$ cat src/rtl/fetch_prefetch_arbiter.sv
// Single-port memory arbiter: MEM-stage data accesses win, instruction fetch fills a small
// prefetch FIFO presented to IF as valid/ready. Optional macro PF_STATS_EN adds stat counters.
module fetch_prefetch_arbiter #(
  parameter int          DEPTH    = 4,
  parameter logic [31:0] RESET_PC = 32'h0000_0000
) (
  input  logic        clk,
  input  logic        rst,
  input  logic        redirect,
  input  logic [31:0] redirect_pc,
  input  logic        if_ready,
  output logic        if_valid,
  output logic [31:0] if_instr,
  output logic [31:0] if_pc,
  input  logic        dm_read,
  input  logic        dm_write,
  input  logic [2:0]  dm_func3,
  input  logic [31:0] dm_addr,
  input  logic [31:0] dm_wdata,
  output logic [31:0] dm_rdata,
  output logic        dm_misalign,
  output logic        mem_read,
  output logic        mem_write,
  output logic [2:0]  mem_func3,
  output logic [31:0] mem_addr,
  output logic [31:0] mem_wdata,
  input  logic [31:0] mem_rdata
`ifdef PF_STATS_EN
  ,
  output logic [31:0] stat_starve,
  output logic [31:0] stat_data
`endif
);

  localparam int PW = $clog2(DEPTH);
  localparam int CW = PW + 1;
  localparam logic [31:0] NOP = 32'h0000_0013;

  logic [31:0]   r_instr [DEPTH];
  logic [31:0]   r_pc    [DEPTH];
  logic [PW-1:0] r_wptr;
  logic [PW-1:0] r_rptr;
  logic [CW-1:0] r_count;
  logic [31:0]   r_pfAddr;

  logic w_anyReq;
  logic w_misalign;
  logic w_dataGrant;
  logic w_full;
  logic w_push;
  logic w_pop;
  logic w_valid;

  assign w_anyReq   = dm_read | dm_write;
  assign w_misalign = w_anyReq &
                      ((((dm_func3 == 3'd1) | (dm_func3 == 3'd5)) & dm_addr[0]) |
                       ((dm_func3 == 3'd2) & (dm_addr[1:0] != 2'b00)));
  // A store caught by reset must never reach memory, so the grant is killed while rst is high.
  assign w_dataGrant = w_anyReq & ~w_misalign & ~rst;
  assign w_full      = (r_count == CW'(DEPTH));
  assign w_push      = ~w_dataGrant & ~w_full & ~redirect;
  assign w_valid     = (r_count != '0);
  assign w_pop       = w_valid & if_ready;

  assign dm_misalign = w_misalign;
  assign dm_rdata    = (w_dataGrant & dm_read) ? mem_rdata : 32'h0;
  assign if_valid    = w_valid;
  assign if_instr    = w_valid ? r_instr[r_rptr] : NOP;
  assign if_pc       = w_valid ? r_pc[r_rptr] : 32'h0;

  always_comb begin
    mem_read  = 1'b0;
    mem_write = 1'b0;
    mem_func3 = 3'b010;
    mem_addr  = {r_pfAddr[31:2], 2'b00};
    mem_wdata = 32'h0;
    if (w_dataGrant) begin
      mem_read  = dm_read;
      mem_write = dm_write;
      mem_func3 = dm_func3;
      mem_addr  = dm_addr;
      mem_wdata = dm_wdata;
    end
  end

  always_ff @(posedge clk) begin
    if (w_push) begin
      r_instr[r_wptr] <= mem_rdata;
      r_pc[r_wptr]    <= r_pfAddr;
    end
  end

  // Redirect outranks push and pop: the word fetched in the redirect cycle is dropped.
  always_ff @(posedge clk or posedge rst) begin
    if (rst) begin
      r_count  <= '0;
      r_wptr   <= '0;
      r_rptr   <= '0;
      r_pfAddr <= RESET_PC;
    end else if (redirect) begin
      r_count  <= '0;
      r_wptr   <= '0;
      r_rptr   <= '0;
      r_pfAddr <= redirect_pc;
    end else begin
      if (w_push) begin
        r_wptr   <= r_wptr + PW'(1);
        r_pfAddr <= r_pfAddr + 32'd4;
      end
      if (w_pop) begin
        r_rptr <= r_rptr + PW'(1);
      end
      if (w_push & ~w_pop) begin
        r_count <= r_count + CW'(1);
      end else if (~w_push & w_pop) begin
        r_count <= r_count - CW'(1);
      end
    end
  end

`ifdef PF_STATS_EN
  logic [31:0] r_statStarve;
  logic [31:0] r_statData;

  always_ff @(posedge clk or posedge rst) begin
    if (rst) begin
      r_statStarve <= 32'h0;
      r_statData   <= 32'h0;
    end else begin
      if (if_ready & ~w_valid & ~redirect & (r_statStarve != 32'hFFFF_FFFF)) begin
        r_statStarve <= r_statStarve + 32'd1;
      end
      if (w_dataGrant & (r_statData != 32'hFFFF_FFFF)) begin
        r_statData <= r_statData + 32'd1;
      end
    end
  end

  assign stat_starve = r_statStarve;
  assign stat_data   = r_statData;
`endif

endmodule

$ cat config.mk
export PLATFORM = sky130hd
export DESIGN_NAME = fetch_prefetch_arbiter
export DESIGN_NICKNAME = d
export VERILOG_FILES = /design/src/rtl/fetch_prefetch_arbiter.sv
export SDC_FILE = /design/constraint.sdc
export NUM_CORES = 1
export LEC_CHECK = 0
export ABC_AREA = 1
export ABC_CLOCK_PERIOD_IN_PS = 11460
export BUFFER_PORTS_ARGS = -buffer_cell sky130_fd_sc_hd__buf_4
export CAP_MARGIN = 20
export CORE_AREA = 8 8 208 170
export CTS_CLUSTER_DIAMETER = 30
export DETAILED_ROUTE_END_ITERATION = 10
export DIE_AREA = 0 0 216 178
export PLACE_DENSITY_LB_ADDON = 0.25
export REMOVE_ABC_BUFFERS = 1
export SLEW_MARGIN = 20
export SYNTH_ARGS = -nofsm -noshare
export SYNTH_HDL_FRONTEND = slang
export SYNTH_SLANG_ARGS = --single-unit
$ cat constraint.sdc
create_clock -name clk -period 11.46 [get_ports clk]
set_input_delay 1.146 -clock clk [delete_from_list [all_inputs] [get_ports clk]]
set_output_delay 1.146 -clock clk [all_outputs]
set_load 0.02 [all_outputs]
==> summary.txt <==
Global routing
  • First-pass GRT wire length: 61.02 mm
  • Total Routing Usage GR: 19.99%
  • Vias in the first global route: 10.98k
  • Gr ovfl total: 0
  • Largest net degree at the start of global routing: 107
  • Initial antenna violation count: 1

Timing
  • Skew final: 0.02107 ns
  • RSZ-0062 raised after global routing: no
  • TNS Setup: 0 ns
  • Tcrit/Tclk final: 41.43%
  • Least-Margin Pin Slew: 1.066 ns
  • Final slew viol count: 0
  • Slew headroom: 28.73%
  • Fmax: 210.6 MHz
  • Final hold vios: 0
  • Setup violations, final: 0
  • Post-layout min period: 4.748 ns

Setup path
  • Crit path max fanout: 53
  • R2R setup slack: 8.55 ns
  • Required time worst endpoint: 10.31 ns
  • Setup CP Type: primary input to output pin
  • Nature of the critical path endpoint: output pin
  • Worst EP arrival: 3.60 ns
  • Crit path launch type: primary input

Synthesis
  • Synth top area cells: edfxtp_1 (57%), nor2_1 (11%), dfrtp_1 (7.2%)
  • Post-synthesis sequential area ratio: 63.90%
  • Avg Cell Area, Syn: 9.554 um2
  • Synth warn: 0
  • Cell count after synthesis: 1,419
  • Yosys reg bits: 295
  • Post-synth top cells: nor2_1 (385), edfxtp_1 (256), nand2_1 (224)
  • Most area-hungry cell type in the Yosys netlist: edfxtp_1
  • Most frequent cell after synthesis: nor2_1
  • Ys flop type: edfxtp_1
  • Post-Syn Area: 13,560 um2
  • Ys async rst share: 13.22%
  • Share of the synthesized area in the top cell type: 56.71%
  • Synth cell types: 33
  • Post-synth EDFFs: 256

Min path
  • HP Class: flop to flop

Clock network
  • Clock slew at reported path FFs: 0.05 ns
  • Hold buffers post-CTS: 0
  • Clk_lat worst skew: 0.56 ns
  • Setup bufs post-CTS: 0
  • CTS tree: done
  • Number of gates resized after cts: 0
  • CTS Buf Count: 55
  • Clk buf depth: 3
  • Num Clock Sinks: 295
  • Max H-tree Level: 2
  • Root buffer cell: clkbuf_16

Pwr
  • PwrDens: 254.6 nW/um2
  • Static Leak: 7.652 nW
  • Max IR drop VDD: 0.1583 mV

Drt
  • Drt first pass iters: 5
  • Final WL: 39.78 mm
  • Vias: 10.95k
  • Antenna-violating nets left: 0
  • DRT iter0 DRCs: 753
  • Vias/cell: 4.990
  • WL/cell: 18.12 um
  • DR DRC count: 0

Floorplan
  • Die height: 178 um
  • Row Count: 59
  • Core ar.: 32,040 um2
  • Initial core utilization: 42.31%
  • Die area: 38,450 um2
  • I/O pins: 304
  • DIE WIDTH: 216 um

Job
  • Max-cap viol count: 0

Run status
  • Status: finished clean

Placement
  • Port Buffers: 303
  • Post-DP HPWL: 25.22 mm
  • Placer Congestion: 0.8522

Layout
  • Nets: 1,863
  • Final Util: 56.70%
  • Layout area overhead: 33.99%
  • Share of cells above drive strength 1: 24.79%
power breakdown:
group | switching [mW] | internal, mW
clock network | 0.541 | 1.16
registers | 0.122 | 1.35
logic | 0.970 | 0.484
total | 1.63 | 2.99
cells in the final DEF (no fill, tap or decap), types with 6 or more instances in the layout:
cell type and count:
xor2_1 10, nand3b_1 6, a21oi_1 65, o211ai_1 9, inv_1 118, nor2_1 381
clkinv_4 6, nand3_1 29, o21ai_1 7, buf_4 315, clkinv_2 10, nand2_1 224
edfxtp_1 256, clkinvlp_4 6, o21ai_0 158, dfrtp_1 37, bufinv_16 11, clkbuf_16 56
worst paths after layout:
check / from / end / depth (start not counted)
setup / recovery: dm_func3[1] / dm_rdata[10] / 10
hold / removal: r_count[0]$_DFFE_PP0P_ / r_count[0]$_DFFE_PP0P_ / 2
setup reg to reg: r_count[0]$_DFFE_PP0P_ / r_pc[1][21]$_DFFE_PP_ / 5
hold reg to reg: r_count[0]$_DFFE_PP0P_ / r_count[0]$_DFFE_PP0P_ / 2
max in group asynchronous: rst / r_rptr[0]$_DFFE_PP0P_ / 3
min in group asynchronous: rst / r_pfAddr[1]$_DFFE_PP0P_ / 3
through the flow:
stage	hold slack [ns]	worst slack (ns)	total power [mW]	instance area (um2)	std cells
3_5_place_dp	0.5019	6.675	2.964	16170	2090
2_1_floorplan	0.4755	6.061	2.270	13240	1348
6_report	0.5122	6.712	4.625	18160	2195
3_3_place_gp	0.4906	6.805	2.941	16170	2090
4_1_cts	0.5130	6.663	4.673	18160	2194
5_1_grt	0.5480	6.383	4.856	18160	2195
per-layer routing:
| metal | GRT usage (%) | part of all wire, % | up-vias |
|---|---|---|---|
| li1 | - | - | 5331 |
| met1 | 25.39 | 43 | 5209 |
| met2 | 33.90 | 48 | 355 |
| met3 | 5.000 | 6.6 | 59 |
| met4 | 5.487 | 2.1 | 0 |
| met5 | 0 | 0 | - |
cells by family (layout without fill, tap and decap cells):
logic type | after synthesis | count (layout) | share of synthesized area [%]
xor gates and xnor gates | 11 | 11 | 0.7106
AOI/OAI and AO/OA | 248 | 248 | 9.571
and+or+nand+nor | 663 | 663 | 19.37
DFF | 295 | 295 | 63.90
adders and majority gates | 6 | 6 | 0.6091
other | 0 | 1 | 0
buffers and inverters | 196 | 544 | 5.833
sequential cells by signal, indices dropped and copies added (netlist names):
| signal | flops |
|---|---|
| r_instr | 128 |
| r_count | 3 |
| r_wptr | 2 |
| r_rptr | 2 |
| r_pfAddr | 32 |
| r_pc | 128 |
critical path, cell delays in order:
cell and delay, ns:
buf_4 0.11, inv_1 0.08, nor2_1 0.05, nand3_1 0.14, nand3_4 0.49, inv_2 0.83
nand2_1 0.10, buf_4 0.28, nor2_1 0.16, buf_4 0.16
area by class of cell:
cell class	count	area, um2
multi-input combinational	928	4133
clock inverter	41	544.3
timing repair buffer	315	2365
inverter	125	470.5
tap	427	534.3
antenna	1	2.502
clock buffer	63	1448
sequential	295	8668
fill	2753	13870
No activity file was read; power rests on OpenSTA's default activity.
